[config.mk]
export PLATFORM = sky130hd
export DESIGN_NAME = cdt_align_responder
export DESIGN_NICKNAME = d
export VERILOG_FILES = /design/src/rtl/cdt_resp_pkg.sv /design/src/rtl/trig_line_decoder.sv /design/src/rtl/cdt_align_responder.sv
export SDC_FILE = /design/constraint.sdc
export NUM_CORES = 1
export LEC_CHECK = 0
export BUFFER_PORTS_ARGS = -buffer_cell sky130_fd_sc_hd__buf_2
export CORE_ASPECT_RATIO = 1.5
export CORE_MARGIN = 2
export CORE_UTILIZATION = 32
export CTS_BUF_LIST = sky130_fd_sc_hd__clkbuf_16
export DETAILED_ROUTE_END_ITERATION = 10
export PLACE_DENSITY = 0.59
export REMOVE_ABC_BUFFERS = 1
export SLEW_MARGIN = 20
export SYNTH_ARGS = -nofsm -noshare
export SYNTH_HDL_FRONTEND = slang
export SYNTH_SLANG_ARGS = --single-unit
[constraint.sdc]
create_clock -name clk -period 1.8 [get_ports clk]
set_input_delay 0.54 -clock clk [delete_from_list [all_inputs] [get_ports clk]]
set_output_delay 0.54 -clock clk [all_outputs]
set_load 0.005 [all_outputs]
[src/rtl/cdt_resp_pkg.sv]
// Shared types and constants for the sub-CDT trigger-line responder.
// Latency: n/a (types, constants and a pure decode function only).
// Backpressure: n/a.
package cdt_resp_pkg;

   typedef enum logic [2:0] {
      CMD_NONE,
      CMD_ALIGN,
      CMD_DELTA,
      CMD_TRIG,
      CMD_BAD
   } cmd_e;

   typedef enum logic [2:0] {
      R_IDLE,
      R_WAIT,
      R_Z0,
      R_PTN,
      R_Z1
   } resp_state_e;

   typedef enum logic {
      D_IDLE,
      D_SHIFT
   } dec_state_e;

   localparam logic [3:0]  CODE_ALIGN     = 4'b1010;
   localparam logic [3:0]  CODE_DELTA     = 4'b1001;
   localparam logic [3:0]  CODE_TRIG      = 4'b1000;

   localparam logic [16:0] ALIGN_ET_PTN   = 17'h1_FEFE;
   localparam logic [15:0] ALIGN_VETO_PTN = 16'hFEFE;

   // Map a complete 4-bit line code onto a command; unknown codes are BAD.
   function automatic cmd_e decode_cmd(input logic [3:0] code);
      case (code)
         CODE_ALIGN: return CMD_ALIGN;
         CODE_DELTA: return CMD_DELTA;
         CODE_TRIG:  return CMD_TRIG;
         default:    return CMD_BAD;
      endcase
   endfunction

endpackage

[src/rtl/trig_line_decoder.sv]
// Serial trigger-line decoder: collects a 4-bit command whose first bit is the leading 1.
// Latency: cmd_valid/cmd are combinational in the cycle the last bit is on the line.
// Backpressure: none; the line is free-running and the consumer must take every result.
module trig_line_decoder
   import cdt_resp_pkg::*;
(
   input  logic clk,
   input  logic rst_n,
   input  logic in_live,
   input  logic in_trig,
   output logic cmd_valid,
   output cmd_e cmd
);

   dec_state_e state;
   logic [1:0] bit_cnt;
   logic [2:0] shreg;

   // The last bit completes the code; the responder registers the result on this edge.
   always_comb begin
      cmd_valid = 1'b0;
      cmd       = CMD_NONE;
      if (in_live && state == D_SHIFT && bit_cnt == 2'd2) begin
         cmd_valid = 1'b1;
         cmd       = decode_cmd({shreg, in_trig});
      end
   end

   // Shift FSM: a 1 in IDLE opens a command, three more bits close it.
   always_ff @(posedge clk or negedge rst_n) begin
      if (!rst_n) begin
         state   <= D_IDLE;
         bit_cnt <= 2'd0;
         shreg   <= 3'd0;
      end else if (!in_live) begin
         state   <= D_IDLE;
         bit_cnt <= 2'd0;
         shreg   <= 3'd0;
      end else begin
         case (state)
            D_IDLE: begin
               if (in_trig) begin
                  state   <= D_SHIFT;
                  bit_cnt <= 2'd0;
                  shreg   <= 3'b001;
               end
            end
            D_SHIFT: begin
               shreg <= {shreg[1:0], in_trig};
               if (bit_cnt == 2'd2) begin
                  state <= D_IDLE;
               end else begin
                  bit_cnt <= bit_cnt + 2'd1;
               end
            end
            default: state <= D_IDLE;
         endcase
      end
   end

endmodule

[src/rtl/cdt_align_responder.sv]
// Sub-CDT responder: answers align/delta commands with a zero/pattern/zero frame, else passes data.
// Latency: passthrough 1 cycle; frame Z0 word RESP_DELAY+5 cycles after the command's first bit.
// Backpressure: none; commands decoded while a frame is pending are dropped (status_overrun). TRIG_CNT_EN adds counters.
module cdt_align_responder
   import cdt_resp_pkg::*;
#(
   parameter int unsigned RESP_DELAY = 4,
   parameter int unsigned CNT_W      = 16
) (
   input  logic              clk,
   input  logic              rst_n,
   input  logic              in_live,
   input  logic              in_trig,
   input  logic [16:0]       in_et,
   input  logic [15:0]       in_veto,
   input  logic [15:0]       delta_et_val,
   input  logic [15:0]       delta_veto_ptn,
   output logic [16:0]       out_et,
   output logic [15:0]       out_veto,
   output logic              out_trig,
   output logic              out_frame_busy,
   output logic              status_cmd_err,
   output logic              status_overrun
`ifdef TRIG_CNT_EN
   ,
   output logic [CNT_W-1:0]  cnt_align,
   output logic [CNT_W-1:0]  cnt_delta,
   output logic [CNT_W-1:0]  cnt_trig
`endif
);

   localparam logic [7:0] WAIT_LOAD = 8'(RESP_DELAY);

   logic        cmd_valid;
   cmd_e        cmd;
   logic        frame_cmd;
   resp_state_e state;
   logic [7:0]  wait_cnt;
   logic [16:0] ptn_et;
   logic [15:0] ptn_veto;

   trig_line_decoder u_dec (
      .clk       (clk),
      .rst_n     (rst_n),
      .in_live   (in_live),
      .in_trig   (in_trig),
      .cmd_valid (cmd_valid),
      .cmd       (cmd)
   );

   assign frame_cmd = cmd_valid && (cmd == CMD_ALIGN || cmd == CMD_DELTA);

   // Responder FSM with the frame/passthrough output mux and sticky status.
   always_ff @(posedge clk or negedge rst_n) begin
      if (!rst_n) begin
         state          <= R_IDLE;
         wait_cnt       <= 8'd0;
         ptn_et         <= 17'd0;
         ptn_veto       <= 16'd0;
         out_et         <= 17'd0;
         out_veto       <= 16'd0;
         out_trig       <= 1'b0;
         out_frame_busy <= 1'b0;
         status_cmd_err <= 1'b0;
         status_overrun <= 1'b0;
      end else if (!in_live) begin
         state          <= R_IDLE;
         wait_cnt       <= 8'd0;
         out_et         <= 17'd0;
         out_veto       <= 16'd0;
         out_trig       <= 1'b0;
         out_frame_busy <= 1'b0;
         status_cmd_err <= 1'b0;
         status_overrun <= 1'b0;
      end else begin
         out_trig <= cmd_valid && (cmd == CMD_TRIG);
         if (cmd_valid && cmd == CMD_BAD) status_cmd_err <= 1'b1;
         if (frame_cmd && out_frame_busy) status_overrun <= 1'b1;
         // Default is passthrough; frame states override the data words below.
         out_et   <= in_et;
         out_veto <= in_veto;
         case (state)
            R_IDLE: begin
               out_frame_busy <= 1'b0;
               // Busy stays high through the Z1 output cycle, so this also drops late commands.
               if (frame_cmd && !out_frame_busy) begin
                  out_frame_busy <= 1'b1;
                  wait_cnt       <= WAIT_LOAD;
                  state          <= (WAIT_LOAD == 8'd0) ? R_Z0 : R_WAIT;
                  if (cmd == CMD_ALIGN) begin
                     ptn_et   <= ALIGN_ET_PTN;
                     ptn_veto <= ALIGN_VETO_PTN;
                  end else begin
                     ptn_et   <= {1'b1, delta_et_val};
                     ptn_veto <= delta_veto_ptn;
                  end
               end
            end
            R_WAIT: begin
               out_frame_busy <= 1'b1;
               wait_cnt       <= wait_cnt - 8'd1;
               if (wait_cnt == 8'd1) state <= R_Z0;
            end
            R_Z0: begin
               out_frame_busy <= 1'b1;
               out_et         <= 17'd0;
               out_veto       <= 16'd0;
               state          <= R_PTN;
            end
            R_PTN: begin
               out_frame_busy <= 1'b1;
               out_et         <= ptn_et;
               out_veto       <= ptn_veto;
               state          <= R_Z1;
            end
            R_Z1: begin
               out_frame_busy <= 1'b1;
               out_et         <= 17'd0;
               out_veto       <= 16'd0;
               state          <= R_IDLE;
            end
            default: begin
               out_frame_busy <= 1'b0;
               state          <= R_IDLE;
            end
         endcase
      end
   end

`ifdef TRIG_CNT_EN
   localparam logic [CNT_W-1:0] CNT_MAX = '1;

   // Saturating per-type counters; dropped frames still count, in_live does not clear them.
   always_ff @(posedge clk or negedge rst_n) begin
      if (!rst_n) begin
         cnt_align <= '0;
         cnt_delta <= '0;
         cnt_trig  <= '0;
      end else if (cmd_valid) begin
         if (cmd == CMD_ALIGN && cnt_align != CNT_MAX) cnt_align <= cnt_align + CNT_W'(1);
         if (cmd == CMD_DELTA && cnt_delta != CNT_MAX) cnt_delta <= cnt_delta + CNT_W'(1);
         if (cmd == CMD_TRIG  && cnt_trig  != CNT_MAX) cnt_trig  <= cnt_trig  + CNT_W'(1);
      end
   end
`endif

endmodule

== After elaboration in Yosys (flattened, before gate mapping) ==
Index checks and enable logic that the tools add are counted.
Storage, ports and cells
  register bits: 87
  input bits: 69
  output and inout port bits: 37
  logic and storage cells: 87
Operators by class
  add/subtract/negate cells: 2
  eq/ne operators: 20
  multiplexer cells: 35
  bitwise gates (word level): 1
  reductions and logical operators: 16
Operators with widths (count)
  16-bit two-way mux: 3
  17-bit one-hot mux with 2 select lines: 1
  16-bit one-hot mux with 2 select lines: 1
  3-bit two-way mux: 6
  17-bit two-way mux: 1
  8-bit two-way mux: 2
  8-bit one-hot mux with 2 select lines: 1
  3-bit by 2-bit == test with 1-bit output, second input constant: 4
  4-bit == test, second input constant: 3
  3-bit != test, second input constant: 4
  3-bit one-hot mux with 4 select lines: 1
  1-bit two-way mux: 11
  3-bit one-hot mux with 3 select lines: 1
  8-bit by 1-bit == test with 1-bit output, second input constant: 1
  8-bit by 1-bit subtractor with 8-bit output, second input constant: 1
  1-bit logical AND: 7
  3-bit by 1-bit == test with 1-bit output, second input constant: 2
  3-bit == test, second input constant: 2
  2-bit two-way mux: 3
  3-bit one-hot mux with 2 select lines: 1
  2-bit AND reduction: 3
  2-bit by 1-bit != test with 1-bit output, second input constant: 2
  1-bit one-hot mux with 2 select lines: 2
  2-bit one-hot mux with 2 select lines: 1
  10 further kinds: 10

== Logic depth before layout (Yosys ltp) ==
  depth in word-level cells: 10
  depth in mapped cells: 7
  gate-level depth less buffers: 5

== By module ==
From an unflattened synthesis, not the netlist that was laid out.
Unflattened totals
  cells, all modules: 349
  area total of the unflattened synthesis: 3913.8 um^2
Modules (own cells, without submodules)
  cdt_align_responder: instances 1, cells each 314, area each 3584.7 um^2
  trig_line_decoder: instances 1, cells each 35, area each 329.1 um^2

== Worst setup path after synthesis ==
No wires, ideal clock.
  path kind: register to register
  from: register u_dec.bit_cnt[0]
  to: register ptn_et[11]
  setup time: 121 ps
  arrival: 1792 ps
  data required time: 1679 ps
  path slack: -114 ps
  stages on the path, launching flop included: 8
  clock period less this slack: 1914 ps
  path through: dfrtp_1 -> inv_1 -> ha_1 -> nand4b_2 -> or4_4 -> buf_6 -> buf_6 -> o22a_1
On the way
  word-level cells in the longest chain between the ends: 8
  elaborated cells between the ends (all ways): 11
  those cells by class: 3 x eq/ne; 3 x mux; 5 x reduce/logical
RTL lines
  from (decl): line trig_line_decoder.sv:16  | logic [1:0] bit_cnt;
  from (signal assigned): line trig_line_decoder.sv:53  | bit_cnt <= bit_cnt + 2'd1;
  2-bit == test (*): line trig_line_decoder.sv:23  | if (in_live && state == D_SHIFT && bit_cnt == 2'd2) begin
  1-bit logical AND (*): line trig_line_decoder.sv:23
  3-bit two-way mux: line trig_line_decoder.sv:23
  3-bit by 1-bit == test with 1-bit output / 3-bit by 2-bit == test with 1-bit output (equally long branches): line cdt_align_responder.sv:51, cdt_align_responder.sv:90
  1-bit logical OR: line cdt_align_responder.sv:51  | assign frame_cmd = cmd_valid && (cmd == CMD_ALIGN || cmd == CMD_DELTA);
  1-bit logical AND: line cdt_align_responder.sv:51
  1-bit logical AND: line cdt_align_responder.sv:86  | if (frame_cmd && !out_frame_busy) begin
  3-bit AND reduction (no line)
  to (signal assigned): line cdt_align_responder.sv:94  | ptn_et <= {1'b1, delta_et_val};
  to (decl): line cdt_align_responder.sv:39  | logic [16:0] ptn_et;
Mark *: on every way between the ends. The rest lies on a longest branch, timed or not.
A chain may end at the register's enable or synchronous reset.

== Final worst setup path ==
  from: register u_dec.bit_cnt[0]
  to: register ptn_veto[2]
On the way
  word-level cells in the longest chain between the ends: 8
  elaborated cells between the ends (all ways): 11
  those cells by class: 3 x eq/ne; 3 x mux; 5 x reduce/logical
RTL lines
  2-bit == test (*): line trig_line_decoder.sv:23
  1-bit logical AND (*): line trig_line_decoder.sv:23
  3-bit two-way mux: line trig_line_decoder.sv:23
  3-bit by 1-bit == test with 1-bit output / 3-bit by 2-bit == test with 1-bit output (equally long branches): line cdt_align_responder.sv:51, cdt_align_responder.sv:90
  1-bit logical OR: line cdt_align_responder.sv:51
  1-bit logical AND: line cdt_align_responder.sv:51
  1-bit logical AND: line cdt_align_responder.sv:86
  3-bit AND reduction (no line)
  to (signal assigned): line cdt_align_responder.sv:95  | ptn_veto <= delta_veto_ptn;
  to (decl): line cdt_align_responder.sv:40  | logic [15:0] ptn_veto;
Marked as above.

==> flow_summary.ini <==
[finish]
area.sequential_um2 = 2180
antenna_cells_inserted = 0
layout-drive-gt1-share = 0.415
flow.area_growth_from_synthesis_pct = 36.2
final.fill_count = 1050
design_area_um2 = 4730
final_net_count = 468
multi_input_combinational_cell_area_um2 = 1150

[die]
die_x_um = 89.1
std_cell_rows = 46
floorplan.die_area_um2 = 11700
ios = 106
starting_density_of_the_core = 0.328
die_height_um = 132
floorplan.core_area_um2 = 10600

[outcome]
outcome = finished, violations left
violations = negative setup slack

[clock_network]
numClockSinks = 87
holdBufCountCts = 0
cts_made_buffers = 9
clock_tree_from_tritoncts = built
clock_tree.root_cell = sky130_fd_sc_hd__clkbuf_16
cts.path.max_buffers = 2
clkLatencyLatePin_ps = 330
clkTransAtPathRegs_ps = 60
cts_htree_levels = 3

[drt]
detailedRoute.firstPassIterationCount = 4
detail-route-antenna-nets = 0
post-route-drc-count = 0
total_length_of_routed_wires_um = 8650
drt_iter0_drc = 146
routed_wire_length_per_instance_um = 15.9
viasPerCell = 4.85
num_vias = 2639

[power]
sw_share = 0.244
leakage_power_nw = 2.39
power_frac_clock = 0.364
max-vdd-ir-drop_mv = 0.554
cell_internal_pwr_w = 0.00335
netSwitchingPower_w = 0.00108
power_frac_seq = 0.490
power-per-cell-area_nw_per_um2 = 936
power.combinational.fraction = 0.146

[sta]
slew-limit-headroom = 0.713
hold_ws_ps = 146
min_period_ps = 1810
max_slew.worst_pin.slew_ps = 428
number_of_failing_hold_endpoints_at_the_final_stage = 0
finalSetupViolCount = 2
final_ws_setup_ps = -9.64
rsz0062_at_grt = true
fmax_ghz = 0.553
worst_clock_skew_ps = 5.14
final-max-slew-violation-count = 0
period_share = 1.01

[placement]
finalWeightedCongestion = 0.778
post_dp_cell_area_um2 = 4330
hpwl_um = 5680
io_buffers = 105
pre_cts_ws_ps = -12.6

[yosys]
synth_top_area_cell = sky130_fd_sc_hd__dfrtp_1
ys_dominant_reg_cell = sky130_fd_sc_hd__dfrtp_1
synth_area_per_cell_um2 = 13.0
yosys.cell_count.top_type = sky130_fd_sc_hd__dfrtp_1
seq_cells_post_synth = 87
synth.top_cells.by_area = sky130_fd_sc_hd__dfrtp_1 (63%), sky130_fd_sc_hd__a22o_1 (8.3%), sky130_fd_sc_hd__o22a_1 (6.6%)
yosysUniqueCellTypes = 42
syn_area_um2 = 3470
asyncSetResetFlopFracSynth = 1.00
netlist_instances = 268
yosysSeqAreaShare = 0.627
netlist.area_leader.share = 0.627
synth_edf_count = 0
synth_commonest_cells = sky130_fd_sc_hd__dfrtp_1 (87), sky130_fd_sc_hd__a22o_1 (33), sky130_fd_sc_hd__o22a_1 (26)
ys_warn_count = 0

[critical_path]
setup.worst_path.class = reg2reg
cp_max_fo = 32
worst_setup_path_end_kind = flop
worst_path_required_ps = 2020
worst_ep_arrival_time_ps = 2030
setup.reg_to_reg.worst_slack_ps = -10
timing.critical_path.slowest_cell_delay_ps = 560
cell_by_cell_trace_of_the_critical_path = inv_1 > ha_2 > nand4b_2 > or4_4 > buf_12 > o22a_2
cpMaxStageDelayCell = sky130_fd_sc_hd__or4_4
startpoint_type = flop

[grt]
antenna_found_initial = 0
largest_net_degree_at_the_start_of_global_routing = 38
grt_overflow = 0
vias_in_the_first_global_route = 2828
grt_pass1_wl_um = 13400
grt_util_all_layers = 0.147

[min_path]
hold_class = in2async

[job]
timing.max_cap.violations = 0
[final cells by class]
cell class / count / area share
tap: 144 / 0.0381
multi-input combinational: 145 / 0.243
sequential: 87 / 0.460
clock inverter: 6 / 0.00635
timing repair buffer: 136 / 0.191
inverter: 17 / 0.0135
clock buffer: 9 / 0.0476
[power groups by stage]
| stage | sequential (W) | combinational, W | clock, W |
|---|---|---|---|
| 4_1_cts | 0.00217 | 0.000635 | 0.00168 |
| 3_5_place_dp | 0.00220 | 0.000633 | 0 |
| 2_1_floorplan | 0.00220 | 0.000292 | 0 |
| 6_report | 0.00217 | 0.000645 | 0.00161 |
| 3_3_place_gp | 0.00220 | 0.000619 | 0 |
| 5_1_grt | 0.00219 | 0.000725 | 0.00176 |
[cells by family after synthesis]
logic type | share of synthesized area
flops | 0.627
buf+inv | 0.0519
simple gates | 0.0825
xor+xnor | 0.00504
compound gates | 0.223
fa+ha+maj | 0.0108
[per-layer routing]
metal / track usage / part of all wire / up-vias
li1: - / - / 1257
met1: 0.181 / 0.41 / 1308
met2: 0.245 / 0.53 / 65
met3: 0.0358 / 0.044 / 9
met4: 0.0522 / 0.013 / 0
met5: 0 / 0 / -
[timing repair]
item,4_1_cts,5_1_grt
gates cloned,0,5
setup buffers,0,1
endpoints found under the setup margin,7,38
resized for setup,1,8
pin swaps,0,4
[stage by stage]
step	total power [W]	TNS (ps)	cells	utilization
final	0.00443	-17.6	544	0.447
after floorplan	0.00249	-51650	249	-
after global routing	0.00467	-1870	544	0.447
after CTS	0.00448	-48.2	538	0.433
after global placement	0.00282	0	523	0.409
after detailed placement	0.00284	-21.3	523	0.409
[placed cells by master (no fill, tap or decap), drive strengths merged, types with 2 or more instances in the layout]
cell    netlist  routed
a21oi         7       7
a22o         33      33
a22oi         2       2
and2          2       2
buf          11     133
clkbuf        8      12
clkinv        0       4
dfrtp        87      87
ha            3       3
inv          17      18
nand2         4       4
nand2b        3       3
nand3         3       3
nor2         10      10
nor3          3       3
nor4          3       3
o21a          3       3
o21ai         5       5
o22a         28      28
o22ai         5       5
o41a          2       2
o41ai         2       2
or2           2       2
or3           6       6
or3b          2       2
or4           4       4
xnor2         2       2
[critical path, delay by kind of cell (launching register included)]
kind	cells	cell delay, ps
compound gates	1	210
fa+ha+maj	1	180
buf+inv	2	240
flops	1	380
simple gates	2	670
[path summary, 6_finish.rpt]
| path | start | end | cells after the start |
|---|---|---|---|
| worst max register to register | u_dec.bit_cnt[0] | ptn_veto[2] | 6 |
| max in group asynchronous | rst_n | ptn_veto[10] | 2 |
| worst min register to register | ptn_et[16] | ptn_et[16] | 1 |
| min in group clk | delta_et_val[15] | ptn_et[15] | 2 |
| worst max-delay path | u_dec.bit_cnt[0] | ptn_veto[2] | 6 |
| worst min-delay path | rst_n | u_dec.shreg[1] | 1 |
[registers in the layout, summed over array words and instances (netlist names)]
name / count
status_cmd_err: 1
u_dec.shreg: 3
out_veto: 16
status_overrun: 1
out_trig: 1
state: 3
u_dec.bit_cnt: 2
wait_cnt: 8
ptn_et: 17
ptn_veto: 16
out_et: 17
u_dec.state: 1
out_frame_busy: 1
Power figures use the tool's default switching activity.
